[src/rtl/mem_stage_if.sv]
// Signal bundle around the MEM stage: EX payload, data_sram response, WB handshake
// and the forwarding/stall outputs toward ID and EX.
interface mem_stage_if #(
  parameter int SIDE_W = 120
);
  logic              ex_to_mem_valid;
  logic              mem_allowin;
  logic [31:0]       ex_pc;
  logic              ex_rf_we;
  logic [4:0]        ex_rf_waddr;
  logic [31:0]       ex_result;
  logic [4:0]        ex_ld_op;
  logic              ex_req_sent;
  logic              ex_excep;
  logic [SIDE_W-1:0] ex_side;
  logic              data_sram_data_ok;
  logic [31:0]       data_sram_rdata;
  logic              flush;
  logic              wb_allowin;
  logic              mem_to_wb_valid;
  logic [31:0]       mem_pc;
  logic              mem_rf_we;
  logic [4:0]        mem_rf_waddr;
  logic [31:0]       mem_rf_wdata;
  logic              mem_excep;
  logic [SIDE_W-1:0] mem_side;
  logic              mem_fwd_we;
  logic [4:0]        mem_fwd_waddr;
  logic [31:0]       mem_fwd_wdata;
  logic              mem_fwd_stall;
  logic              mem_excep_active;

  modport slave (
    input  ex_to_mem_valid, ex_pc, ex_rf_we, ex_rf_waddr, ex_result, ex_ld_op,
           ex_req_sent, ex_excep, ex_side, data_sram_data_ok, data_sram_rdata,
           flush, wb_allowin,
    output mem_allowin, mem_to_wb_valid, mem_pc, mem_rf_we, mem_rf_waddr,
           mem_rf_wdata, mem_excep, mem_side, mem_fwd_we, mem_fwd_waddr,
           mem_fwd_wdata, mem_fwd_stall, mem_excep_active
  );

  modport master (
    output ex_to_mem_valid, ex_pc, ex_rf_we, ex_rf_waddr, ex_result, ex_ld_op,
           ex_req_sent, ex_excep, ex_side, data_sram_data_ok, data_sram_rdata,
           flush, wb_allowin,
    input  mem_allowin, mem_to_wb_valid, mem_pc, mem_rf_we, mem_rf_waddr,
           mem_rf_wdata, mem_excep, mem_side, mem_fwd_we, mem_fwd_waddr,
           mem_fwd_wdata, mem_fwd_stall, mem_excep_active
  );
endinterface

[src/rtl/mem_stage.sv]
// MEM pipeline stage: waits for the data_sram response of the resident instruction,
// extends load data, forwards to ID and hands off to WB; drops responses of flushed work.
module mem_stage #(
  parameter int SIDE_W = 120
) (
  input  logic       clk,
  input  logic       resetn,
  mem_stage_if.slave bus
);
  typedef struct packed {
    logic [31:0]       pc;
    logic              rf_we;
    logic [4:0]        rf_waddr;
    logic [31:0]       result;
    logic [4:0]        ld_op;   // {w,hu,h,bu,b}
    logic              excep;
    logic [SIDE_W-1:0] side;
  } payload_t;

  logic        mem_valid_q, mem_valid_d;
  logic        waiting_q, waiting_d;
  logic        got_data_q, got_data_d;
  logic [1:0]  cancel_cnt_q, cancel_cnt_d;
  logic [31:0] rdata_buf_q, rdata_buf_d;
  payload_t    pl_q, pl_d;

  logic        resp_hit, ready_go, allowin, accept, pending;
  logic [2:0]  cancel_sum;
  logic [31:0] ld_word, wdata;
  logic [7:0]  ld_byte;
  logic [15:0] ld_half;

  // A response satisfies the resident instruction only once all stale ones are drained.
  assign resp_hit = bus.data_sram_data_ok & (cancel_cnt_q == 2'd0);
  assign ready_go = ~waiting_q | got_data_q | resp_hit;
  assign allowin  = ~mem_valid_q | (ready_go & bus.wb_allowin);
  assign accept   = bus.ex_to_mem_valid & allowin & ~bus.flush;
  assign pending  = mem_valid_q & waiting_q & ~got_data_q & ~resp_hit;

  always_comb begin
    // NOTE: every _d gets its default first so no branch can infer a latch.
    mem_valid_d = mem_valid_q;
    waiting_d   = waiting_q;
    got_data_d  = got_data_q;
    rdata_buf_d = rdata_buf_q;
    pl_d        = pl_q;

    cancel_sum = {1'b0, cancel_cnt_q}
               - {2'b00, bus.data_sram_data_ok & (cancel_cnt_q != 2'd0)};
    if (bus.flush) begin
      cancel_sum = cancel_sum + {2'b00, pending}
                 + {2'b00, bus.ex_to_mem_valid & bus.ex_req_sent};
    end
    cancel_cnt_d = (cancel_sum > 3'd3) ? 2'd3 : cancel_sum[1:0];

    if (waiting_q & ~got_data_q & resp_hit) begin
      got_data_d  = 1'b1;
      rdata_buf_d = bus.data_sram_rdata;
    end

    if (accept) begin
      mem_valid_d = 1'b1;
      waiting_d   = bus.ex_req_sent;
      got_data_d  = 1'b0;
      pl_d.pc       = bus.ex_pc;
      pl_d.rf_we    = bus.ex_rf_we;
      pl_d.rf_waddr = bus.ex_rf_waddr;
      pl_d.result   = bus.ex_result;
      pl_d.ld_op    = bus.ex_ld_op;
      pl_d.excep    = bus.ex_excep;
      pl_d.side     = bus.ex_side;
    end else if (bus.flush | allowin) begin
      mem_valid_d = 1'b0;
      waiting_d   = 1'b0;
      got_data_d  = 1'b0;
    end
  end

  always_ff @(posedge clk or negedge resetn) begin
    // NOTE: state uses non-blocking assignments; the async reset clears every flop, load buffer included.
    if (!resetn) begin
      mem_valid_q  <= 1'b0;
      waiting_q    <= 1'b0;
      got_data_q   <= 1'b0;
      cancel_cnt_q <= 2'd0;
      rdata_buf_q  <= 32'd0;
      pl_q         <= '0;
    end else begin
      mem_valid_q  <= mem_valid_d;
      waiting_q    <= waiting_d;
      got_data_q   <= got_data_d;
      cancel_cnt_q <= cancel_cnt_d;
      rdata_buf_q  <= rdata_buf_d;
      pl_q         <= pl_d;
    end
  end

  // Once buffered, the load word comes from the buffer, otherwise straight off the bus.
  assign ld_word = got_data_q ? rdata_buf_q : bus.data_sram_rdata;
  assign ld_half = pl_q.result[1] ? ld_word[31:16] : ld_word[15:0];

  always_comb begin
    case (pl_q.result[1:0])
      2'd0:    ld_byte = ld_word[7:0];
      2'd1:    ld_byte = ld_word[15:8];
      2'd2:    ld_byte = ld_word[23:16];
      default: ld_byte = ld_word[31:24];
    endcase

    if (pl_q.ld_op[4])      wdata = ld_word;
    else if (pl_q.ld_op[3]) wdata = {16'd0, ld_half};
    else if (pl_q.ld_op[2]) wdata = {{16{ld_half[15]}}, ld_half};
    else if (pl_q.ld_op[1]) wdata = {24'd0, ld_byte};
    else if (pl_q.ld_op[0]) wdata = {{24{ld_byte[7]}}, ld_byte};
    else                    wdata = pl_q.result;
  end

  assign bus.mem_allowin      = allowin;
  assign bus.mem_to_wb_valid  = mem_valid_q & ready_go & ~bus.flush;
  assign bus.mem_pc           = pl_q.pc;
  assign bus.mem_rf_we        = pl_q.rf_we;
  assign bus.mem_rf_waddr     = pl_q.rf_waddr;
  assign bus.mem_rf_wdata     = wdata;
  assign bus.mem_excep        = pl_q.excep;
  assign bus.mem_side         = pl_q.side;
  assign bus.mem_fwd_we       = mem_valid_q & pl_q.rf_we & ~pl_q.excep;
  assign bus.mem_fwd_waddr    = pl_q.rf_waddr;
  assign bus.mem_fwd_wdata    = wdata;
  assign bus.mem_fwd_stall    = mem_valid_q & (|pl_q.ld_op) & ~got_data_q & ~resp_hit;
  assign bus.mem_excep_active = mem_valid_q & pl_q.excep;
endmodule

[src/flat_wrapper.sv]
// flat-port wrapper written by rule: the top's interface ports become plain ports
module mem_stage_flat 
#(
  parameter int SIDE_W = 120
)
  (clk, resetn, bus_ex_to_mem_valid, bus_ex_pc, bus_ex_rf_we, bus_ex_rf_waddr, bus_ex_result, bus_ex_ld_op, bus_ex_req_sent, bus_ex_excep, bus_ex_side, bus_data_sram_data_ok, bus_data_sram_rdata, bus_flush, bus_wb_allowin, bus_mem_allowin, bus_mem_to_wb_valid, bus_mem_pc, bus_mem_rf_we, bus_mem_rf_waddr, bus_mem_rf_wdata, bus_mem_excep, bus_mem_side, bus_mem_fwd_we, bus_mem_fwd_waddr, bus_mem_fwd_wdata, bus_mem_fwd_stall, bus_mem_excep_active);
  mem_stage_if #(.SIDE_W(SIDE_W)) bus_i ();
  input  logic clk;
  input  logic resetn;
  input wire logic [$bits(bus_i.ex_to_mem_valid)-1:0] bus_ex_to_mem_valid;
  input wire logic [$bits(bus_i.ex_pc)-1:0] bus_ex_pc;
  input wire logic [$bits(bus_i.ex_rf_we)-1:0] bus_ex_rf_we;
  input wire logic [$bits(bus_i.ex_rf_waddr)-1:0] bus_ex_rf_waddr;
  input wire logic [$bits(bus_i.ex_result)-1:0] bus_ex_result;
  input wire logic [$bits(bus_i.ex_ld_op)-1:0] bus_ex_ld_op;
  input wire logic [$bits(bus_i.ex_req_sent)-1:0] bus_ex_req_sent;
  input wire logic [$bits(bus_i.ex_excep)-1:0] bus_ex_excep;
  input wire logic [$bits(bus_i.ex_side)-1:0] bus_ex_side;
  input wire logic [$bits(bus_i.data_sram_data_ok)-1:0] bus_data_sram_data_ok;
  input wire logic [$bits(bus_i.data_sram_rdata)-1:0] bus_data_sram_rdata;
  input wire logic [$bits(bus_i.flush)-1:0] bus_flush;
  input wire logic [$bits(bus_i.wb_allowin)-1:0] bus_wb_allowin;
  output wire logic [$bits(bus_i.mem_allowin)-1:0] bus_mem_allowin;
  output wire logic [$bits(bus_i.mem_to_wb_valid)-1:0] bus_mem_to_wb_valid;
  output wire logic [$bits(bus_i.mem_pc)-1:0] bus_mem_pc;
  output wire logic [$bits(bus_i.mem_rf_we)-1:0] bus_mem_rf_we;
  output wire logic [$bits(bus_i.mem_rf_waddr)-1:0] bus_mem_rf_waddr;
  output wire logic [$bits(bus_i.mem_rf_wdata)-1:0] bus_mem_rf_wdata;
  output wire logic [$bits(bus_i.mem_excep)-1:0] bus_mem_excep;
  output wire logic [$bits(bus_i.mem_side)-1:0] bus_mem_side;
  output wire logic [$bits(bus_i.mem_fwd_we)-1:0] bus_mem_fwd_we;
  output wire logic [$bits(bus_i.mem_fwd_waddr)-1:0] bus_mem_fwd_waddr;
  output wire logic [$bits(bus_i.mem_fwd_wdata)-1:0] bus_mem_fwd_wdata;
  output wire logic [$bits(bus_i.mem_fwd_stall)-1:0] bus_mem_fwd_stall;
  output wire logic [$bits(bus_i.mem_excep_active)-1:0] bus_mem_excep_active;
  assign bus_i.ex_to_mem_valid = bus_ex_to_mem_valid;
  assign bus_i.ex_pc = bus_ex_pc;
  assign bus_i.ex_rf_we = bus_ex_rf_we;
  assign bus_i.ex_rf_waddr = bus_ex_rf_waddr;
  assign bus_i.ex_result = bus_ex_result;
  assign bus_i.ex_ld_op = bus_ex_ld_op;
  assign bus_i.ex_req_sent = bus_ex_req_sent;
  assign bus_i.ex_excep = bus_ex_excep;
  assign bus_i.ex_side = bus_ex_side;
  assign bus_i.data_sram_data_ok = bus_data_sram_data_ok;
  assign bus_i.data_sram_rdata = bus_data_sram_rdata;
  assign bus_i.flush = bus_flush;
  assign bus_i.wb_allowin = bus_wb_allowin;
  assign bus_mem_allowin = bus_i.mem_allowin;
  assign bus_mem_to_wb_valid = bus_i.mem_to_wb_valid;
  assign bus_mem_pc = bus_i.mem_pc;
  assign bus_mem_rf_we = bus_i.mem_rf_we;
  assign bus_mem_rf_waddr = bus_i.mem_rf_waddr;
  assign bus_mem_rf_wdata = bus_i.mem_rf_wdata;
  assign bus_mem_excep = bus_i.mem_excep;
  assign bus_mem_side = bus_i.mem_side;
  assign bus_mem_fwd_we = bus_i.mem_fwd_we;
  assign bus_mem_fwd_waddr = bus_i.mem_fwd_waddr;
  assign bus_mem_fwd_wdata = bus_i.mem_fwd_wdata;
  assign bus_mem_fwd_stall = bus_i.mem_fwd_stall;
  assign bus_mem_excep_active = bus_i.mem_excep_active;
  mem_stage #(.SIDE_W(SIDE_W)) u_core (.clk(clk), .resetn(resetn), .bus(bus_i));
endmodule
[config.mk]
export PLATFORM = sky130hd
export DESIGN_NAME = mem_stage_flat
export DESIGN_NICKNAME = d
export VERILOG_FILES = /design/src/rtl/mem_stage_if.sv /design/src/rtl/mem_stage.sv /design/src/flat_wrapper.sv
export SDC_FILE = /design/constraint.sdc
export NUM_CORES = 1
export LEC_CHECK = 0
export ABC_AREA = 1
export BUFFER_PORTS_ARGS = -buffer_cell sky130_fd_sc_hd__buf_2
export CAP_MARGIN = 20
export CORE_AREA = 2 2 182 184
export DETAILED_ROUTE_END_ITERATION = 16
export DIE_AREA = 0 0 184 186
export PLACE_DENSITY = 0.73
export SYNTH_ARGS = -nofsm -noshare
export SYNTH_HDL_FRONTEND = slang
export SYNTH_SLANG_ARGS = --single-unit
[constraint.sdc]
create_clock -name clk -period 4.3 [get_ports clk]
set_input_delay 0.645 -clock clk [delete_from_list [all_inputs] [get_ports clk]]
set_output_delay 0.645 -clock clk [all_outputs]
set_load 0.02 [all_outputs]
==> results of run 1 <==
-- state kept, by name, indices dropped and copies added (netlist names) --
name and count:
u_core.bus.mem_side 120, u_core.pl_q 37, u_core.bus.mem_pc 32, u_core.rdata_buf_q 32, u_core.bus.mem_fwd_waddr 5, u_core.cancel_cnt_q 2
u_core.bus.mem_excep 1, u_core.bus.mem_rf_we 1, u_core.got_data_q 1, u_core.mem_valid_q 1, u_core.waiting_q 1
-- through the flow --
step / area [sq um] / worst slack [ps] / cells / power (W) / hold slack (ps)
after global routing: 14700 / 509 / 2193 / 0.00776 / 209
final: 14700 / 751 / 2195 / 0.00734 / 131
after global placement: 13800 / 1450 / 2147 / 0.00516 / 459
after CTS: 14600 / 790 / 2192 / 0.00742 / 179
after detailed placement: 13800 / 1390 / 2147 / 0.00522 / 462
after floorplan: 12800 / 1800 / 1520 / 0.00484 / 349
-- routing by layer --
layer | global-route usage [%] | up-vias
met3 | 5.17 | 68
met5 | 0 | -
met2 | 33.1 | 442
met1 | 23.0 | 4624
met4 | 5.82 | 4
li1 | - | 4938
-- cells by family after synthesis --
logic type / count (synthesis)
and+or+nand+nor: 465
buffers and inverters: 511
muxes: 4
adders and majority gates: 4
AOI/OAI and AO/OA: 302
DFF: 233
xor gates and xnor gates: 1
-- worst register-to-register path, cell delays in order, from the launching register on --
cell and delay, ps:
dfrtp_1 880, nor2_1 200, nand2_2 150, nand2_2 70, nand2_2 80, nand3_4 630
buf_4 560, nand2_1 110, o21ai_0 80
-- power by group --
group / switching, W / internal [W] / leakage [nW]
clock: 0.000897 / 0.00127 / 0.398
combinational: 0.00150 / 0.000781 / 5.24
sequential: 0.000253 / 0.00265 / 2.87
total: 0.00265 / 0.00469 / 8.51
-- synth_stat cells (3+ instances only) --
library cell,instances,share of area [%]
o21ai_1,33,1.3
ha_1,3,0.29
nand3_1,11,0.43
clkbuf_1,14,0.41
nand2_1,406,12
or2_2,12,0.59
nor2_2,3,0.15
mux2_2,4,0.35
o21ai_0,64,2.5
a21oi_1,51,2.0
inv_1,244,7.2
dfrtp_1,233,46
buf_4,201,12
nand2_2,4,0.20
o21ai_2,144,9.9
nor2_1,24,0.70
buf_6,32,2.8
a21boi_0,4,0.23
buf_2,18,0.70
o211ai_1,5,0.29
-- final timing paths --
kind / from / to / depth (start not counted)
worst max-delay path: u_core.got_data_q / bus_mem_fwd_wdata[17] / 12
worst min-delay path: resetn / u_core.rdata_buf_q[8] / 1
worst max register to register: u_core.got_data_q / u_core.bus.mem_side[51] / 8
worst min register to register: u_core.bus.mem_pc[10] / u_core.bus.mem_pc[10] / 2
max in group asynchronous: resetn / u_core.bus.mem_side[59] / 2
min in group clk: bus_ex_side[41] / u_core.bus.mem_side[41] / 3
-- layout make-up --
class	count	area (sq um)	area share, %
antenna	2	5.00	0.0341
clock buffer	43	806	5.49
clock inverter	2	12.5	0.0853
inverter	246	923	6.29
multi-input combinational	776	4030	27.4
sequential	233	5830	39.7
tap	408	510	3.48
timing repair buffer	485	2560	17.4
==> metrics.csv, run 1 <==
metric;value;unit
status;finished, final reports clean;
cp-end-kind;output pin;
met3RoutedLength;2910;um
core_area;32200;sq um
worst_path_largest_cell_delay;880;ps
pin_count;468;
syn_area_per_cell;8.41;sq um
synthMuxAreaShare;0.352;%
cp.arrival;2900;ps
postCtsSetupBuffers;0;
fin_crit_sh;82.5;%
clk_latency;530;ps
p_leak;8.51;nW
highest_layer;met5;
synth-compound-area-share;16.2;%
syn-num-nets;1759;
worst_slew_pin_slew;858;ps
synth-simple-area-share;14.4;%
rows;66;
ys_async_sr_fraction;100;%
ys_seq_elements;233;
crit_path_frequent_cell;nand2_1;
antenna_found_initial;4;
overflow;0;
crit_path_start_kind;flop;
fmax;0.282;GHz
skew;7.60;ps
crit_required;3650;ps
cp_top_family;simple AND/OR/NAND/NOR gates;
die_y;186;um
wl_met1;13400;um
h-tree-depth;1;
max-slew-margin-rel;42.8;%
power.density;500;nW/um^2
yosysWarningCount;0;
slowest_stage;dfrtp_1;
clkTransAtPathRegs;60;ps
ys.flop_type;dfrtp_1;
nFillCells;3169;
clock-sinks;233;
start_util;39.7;%
cts_root_buffer;clkbuf_16;
grt_pass1_vias;9650;
holdCritPathClass;input pin to async pin;
die_area;34200;sq um
rrSetupSlack;1410;ps
firstDrtPassIters;5;
vias;10100;
finalNetCount;2008;
grt_start_max_net_pins;98;
synth_top_family_by_area;buffers and inverters;
mostFrequentLayoutCells;buf_2, nand2_1, inv_1;
setup_violations;0;
slew_viol_final;0;
area_growth_syn_to_layout;14.7;%
drive_gt1_share;38.8;%
place.gp.congestion;0.958;
final_common_cell;buf_2;
cts_tree;done;
globalRouteTotalUtil;19.0;%
antenna_left;0;
synth_edf_count;0;
rsz0062_at_grt;no;
holdBufCountCts;0;
numCtsBuffers;27;
yosysSeqAreaShare;45.6;%
synth_xor_xnor_area_share;0.0685;%
drc;0;
final_util;45.6;%
max-cap-violations;0;
crit_fanout;24;
ir_worst_vdd;0.331;mV
die_w;184;um
worstPathCellList;inv_2, nand2_1, nand2_1, nand2_1, nand2_1, inv_1, nand2_1, nand2_2, nand2_1, nand2_1, nand2_1, buf_2;
ys_types;30;
wl_per_cell;15.4;um
yosys.area_share.adder;0.450;%
min_period;3550;ps
drtIter0Drc;498;
wirelength;33800;um
netlist_area;12800;sq um
clockBufferDepth;3;
grt_first_pass_wirelength;51600;um
syn_inst;1520;
io_buffer_count;467;
cp_num_buf_inv;3;
routed_via_density;4.59;
ctsResizeCount;0;
critical_path_class;flop to output pin;
detailed_place_hpwl;25800;um
wl_met2;16500;um
hold_viol_final;0;
fin_setup_tns;0;ps
Note: power is estimated with default switching activity, not from simulation.
==> run 2, diff against run 1 <==
--- a/config.mk
+++ b/config.mk
@@ -8,10 +8,10 @@
 export ABC_AREA = 1
 export BUFFER_PORTS_ARGS = -buffer_cell sky130_fd_sc_hd__buf_2
 export CAP_MARGIN = 20
-export CORE_AREA = 2 2 182 184
+export CORE_AREA = 2 2 180 182
 export DETAILED_ROUTE_END_ITERATION = 16
-export DIE_AREA = 0 0 184 186
-export PLACE_DENSITY = 0.73
+export DIE_AREA = 0 0 182 184
+export PLACE_DENSITY = 0.77
 export SYNTH_ARGS = -nofsm -noshare
 export SYNTH_HDL_FRONTEND = slang
 export SYNTH_SLANG_ARGS = --single-unit
==> constraint.sdc (replaced) <==
create_clock -name clk -period 3.13 [get_ports clk]
set_input_delay 0.4695 -clock clk [delete_from_list [all_inputs] [get_ports clk]]
set_output_delay 0.4695 -clock clk [all_outputs]
set_load 0.02 [all_outputs]
==> run 2 against run 1 <==
- count of clock-buffer cells in the layout shrank 2
- cell count rose by 0.18%
- setup slack got worse by 590 ps
- via count increased by 0.16%
- sequential share of layout area fell by 0.29 points
- highest routed layer unchanged
- largest cell class unchanged
- critical path depth shrank 6
==> metrics.csv, run 2 (synthesis results as in run 1) <==
metric;value;unit
ir_worst_vdd;0.458;mV
vias;10100;
start_util;40.7;%
setup_violations;0;
grt_start_max_net_pins;95;
grt_first_pass_wirelength;51700;um
fin_crit_sh;94.8;%
wirelength;34400;um
crit_required;2660;ps
die_w;182;um
firstDrtPassIters;5;
p_leak;8.58;nW
rows;65;
critical_path_class;flop to output pin;
postCtsSetupBuffers;0;
numCtsBuffers;26;
slew_viol_final;0;
holdCritPathClass;input pin to flop;
cts_tree;done;
globalRouteTotalUtil;19.6;%
wl_per_cell;15.6;um
final.setup.worst_slack;163;ps
skew;14.9;ps
cp.arrival;2500;ps
grt_pass1_vias;9471;
fin_setup_tns;0;ps
crit_fanout;20;
antenna_found_initial;9;
hold_viol_final;0;
pin_count;468;
rsz0062_at_grt;no;
place.gp.congestion;0.920;
h-tree-depth;1;
cp-end-kind;output pin;
min_period;2970;ps
area_growth_syn_to_layout;15.6;%
max-cap-violations;0;
finalNetCount;2010;
largest_reg_flops;120;
drive_gt1_share;39.1;%
detailed_place_hpwl;26600;um
clock-sinks;233;
die_area;33500;sq um
power.density;685;nW/um^2
status;finished, final reports clean;
core_area;31400;sq um
cts_root_buffer;clkbuf_16;
drtIter0Drc;595;
overflow;0;
drc;0;
final_common_cell;buf_2;
routed_via_density;4.59;
antenna_left;0;
mostFrequentLayoutCells;buf_2, nand2_1, inv_1;
crit_path_start_kind;flop;
fmax;0.337;GHz
worst_slew_pin_slew;687;ps
max-slew-margin-rel;54.1;%
io_buffer_count;467;
clk_latency;530;ps
dp_slack;737;ps
die_y;184;um
clkTransAtPathRegs;60;ps
clockBufferDepth;3;
==> run 2: final timing paths <==
kind,start,endpoint,slack [ps],depth (start not counted)
worst max-delay path,u_core.pl_q[125],bus_mem_rf_wdata[4],160,6
worst min-delay path,bus_ex_result[6],u_core.pl_q[132],160,3
worst max register to register,u_core.got_data_q,u_core.cancel_cnt_q[1],950,11
worst min register to register,u_core.bus.mem_side[116],u_core.bus.mem_side[116],470,2
max in group asynchronous,resetn,u_core.bus.mem_side[34],1780,3
min in group asynchronous,resetn,u_core.rdata_buf_q[11],550,2
==> run 2: through the flow <==
stage                     total power, W  std cells  instance area, sq um  hold WS (ps)  util [%]
after global placement           0.00711       2144                 13900           457      44.3
final                             0.0101       2199                 14800           159      47.1
after floorplan                  0.00665       1520                 12800           174         -
after detailed placement         0.00719       2144                 13900           463      44.3
after global routing              0.0107       2198                 14800           153      47.1
after CTS                         0.0102       2193                 14800           138      47.0
==> run 2: per-layer routing <==
| metal | global-route usage [%] | up-vias | routed length, um |
|---|---|---|---|
| met3 | 5.01 | 71 | 2830 |
| met2 | 33.8 | 419 | 16900 |
| met1 | 23.8 | 4651 | 13500 |
| met5 | 0 | - | 27 |
| li1 | - | 4947 | - |
| met4 | 6.74 | 4 | 1120 |
==> run 2: final cells by class <==
| class | count | area, sq um |
|---|---|---|
| Antenna cell | 6 | 15.0 |
| Tap cell | 402 | 503 |
| Fill cell | 3080 | 16600 |
| Sequential cell | 233 | 5830 |
| Inverter | 246 | 923 |
| Multi-Input combinational cell | 776 | 4030 |
| Timing Repair Buffer | 488 | 2630 |
| Clock buffer | 41 | 808 |
| Clock inverter | 7 | 35.0 |
==> run 2: what timing repair did <==
item | 4_1_cts | 5_1_grt
gates resized for setup | 0 | 1
endpoints found under the hold margin | 75 | 0
setup endpoints to repair | 0 | 2
hold buffers | 1 | 0
==> run 2: where the power goes <==
part	internal, W	switching, W	total [W]
sequential	0.00363	0.000332	0.00397
clock	0.00176	0.00124	0.00300
combinational	0.00109	0.00208	0.00316
==> run 2: critical path, cell delays in order (launching register included) <==
cell	delay (ps)
dfrtp_1	370
inv_1	510
nand4_1	380
nor2_1	210
a21oi_1	60
o21ai_0	200
buf_2	240
==> run 3, diff against run 2 <==
--- a/config.mk
+++ b/config.mk
@@ -8,10 +8,11 @@
 export ABC_AREA = 1
 export BUFFER_PORTS_ARGS = -buffer_cell sky130_fd_sc_hd__buf_2
 export CAP_MARGIN = 20
-export CORE_AREA = 2 2 180 182
+export CORE_AREA = 5 5 178 180
 export DETAILED_ROUTE_END_ITERATION = 16
-export DIE_AREA = 0 0 182 184
-export PLACE_DENSITY = 0.77
+export DIE_AREA = 0 0 183 185
+export GPL_TIMING_DRIVEN = 0
+export PLACE_DENSITY = 0.81
 export SYNTH_ARGS = -nofsm -noshare
 export SYNTH_HDL_FRONTEND = slang
 export SYNTH_SLANG_ARGS = --single-unit
==> run 3 against run 2 <==
- via count is 12% higher
- maximum frequency is 1.6% lower
- largest power group unchanged
- critical endpoint is now bus_mem_rf_wdata[1]
- clock skew is 5.6 ps higher
==> metrics.csv, run 3 (synthesis results as in run 1) <==
metric;value;unit
clkTransAtPathRegs;70;ps
grt_first_pass_wirelength;60800;um
p_int;0.00729;W
mostFrequentLayoutCells;buf_2, nand2_1, inv_1;
final_common_cell;buf_2;
drive_gt1_share;45.8;%
hold_viol_final;0;
slowest_stage;o21ai_0;
antenna_left;0;
cts_tree;done;
die_w;183;um
clk_latency;530;ps
grt_start_max_net_pins;101;
power_switching_share;34.8;%
crit_path_frequent_cell;nand2_1;
worstPathCellList;buf_4, buf_2, o21ai_0, nand2_1, nand2_1, nand2_1, nand2_1, nand2_1, nand2_1, buf_4, buf_2;
fin_crit_sh;96.3;%
wl_per_cell;16.3;um
crit_required;2660;ps
seqPwrFrac;35.7;%
crit_path_start_kind;flop;
p_leak;9.76;nW
seqCellArea;5830;sq um
clkPwrFrac;29.3;%
grt_pass1_vias;11600;
nFillCells;2743;
firstDrtPassIters;6;
ir_worst_vdd;0.412;mV
drtIter0Drc;628;
fmax;0.332;GHz
area_growth_syn_to_layout;30.0;%
cts_root_buffer;clkbuf_16;
multi_input_area;4030;sq um
min_period;3020;ps
crit_fanout;10;
worst_slew_pin_slew;583;ps
die_y;185;um
skew;20.5;ps
max-cap-violations;0;
numCtsBuffers;26;
place.gp.congestion;0.913;
h-tree-depth;1;
clockBufferDepth;3;
final.setup.worst_slack;115;ps
antenna_found_initial;6;
rsz0062_at_grt;no;
io_buffer_count;467;
die_area;33900;sq um
holdCritPathClass;input pin to flop;
slew_viol_final;0;
setup_violations;0;
cp-end-kind;output pin;
fin_total_pwr;0.0112;W
power.density;672;nW/um^2
p_sw;0.00389;W
cp.arrival;2550;ps
finalNetCount;2257;
rows;64;
max-slew-margin-rel;60.7;%
dp_slack;540;ps
detailed_place_hpwl;31300;um
comb_power_share;35.0;%
postCtsSetupBuffers;0;
vias;11300;
worst_path_largest_cell_delay;450;ps
globalRouteTotalUtil;22.3;%
rrSetupSlack;1160;ps
drc;0;
wirelength;39600;um
core_area;30000;sq um
overflow;0;
start_util;42.6;%
clock-sinks;233;
critical_path_class;flop to output pin;
largest_reg_flops;120;
hold_slack;168;ps
pin_count;468;
routed_via_density;4.63;
status;finished, final reports clean;
run 3: power groups by stage:
stage	clock network [W]	logic (W)	registers (W)
2_1_floorplan	0	0.00272	0.00393
3_3_place_gp	0	0.00384	0.00400
3_5_place_dp	0	0.00392	0.00402
4_1_cts	0.00334	0.00394	0.00398
5_1_grt	0.00346	0.00427	0.00406
6_report	0.00328	0.00391	0.00399
run 3: worst paths after layout:
check | startpoint | end | cells after the start
setup / recovery | u_core.got_data_q | bus_mem_rf_wdata[1] | 11
hold / removal | bus_ex_side[99] | u_core.bus.mem_side[99] | 3
setup reg to reg | u_core.cancel_cnt_q[0] | u_core.cancel_cnt_q[0] | 9
hold reg to reg | u_core.bus.mem_pc[13] | u_core.bus.mem_pc[13] | 2
max in group asynchronous | resetn | u_core.bus.mem_side[58] | 3
min in group asynchronous | resetn | u_core.rdata_buf_q[2] | 2
run 3: per-stage QoR:
step / std cells / util [%] / instance area (sq um) / setup TNS [ps]
detailed placement: 2385 / 52.2 / 15700 / 0
global placement: 2383 / 52.0 / 15600 / -590820
global route: 2436 / 55.4 / 16600 / 0
finish: 2437 / 55.4 / 16600 / 0
CTS: 2433 / 55.3 / 16600 / 0
floorplan: 1520 / - / 12800 / 0
run 3: cell type report:
| type | count | area share, % |
|---|---|---|
| flip-flops and latches | 233 | 35.1 |
| multi-input cells | 776 | 24.2 |
| repair buffers | 470 | 14.5 |
| plain buffers | 265 | 12.1 |
| inverters | 246 | 5.55 |
| clock buffers | 41 | 4.86 |
| well taps | 396 | 2.98 |
| clock inverters | 6 | 0.632 |
| diodes | 4 | 0.0602 |
run 3: timing repair:
| action | CTS | global route |
|---|---|---|
| hold buffers | 1 | 0 |
| setup endpoints to repair | 1 | 4 |
| gates resized for setup | 2 | 13 |
| hold endpoints to repair | 58 | 0 |
run 3: routing by layer:
layer | global-route usage, % | vias to the layer above | part of all wire, %
met2 | 38.8 | 444 | 50
met4 | 7.54 | 4 | 3.0
met1 | 27.5 | 5327 | 39
met5 | 0 | - | 0.035
li1 | - | 5442 | -
met3 | 5.03 | 74 | 8.0
run 3: critical path, delay by kind of cell, from the launching register on:
family,cells,cell delay [ps]
and+or+nand+nor,6,500
DFF,1,410
buffers and inverters,4,660
AOI/OAI and AO/OA,1,450
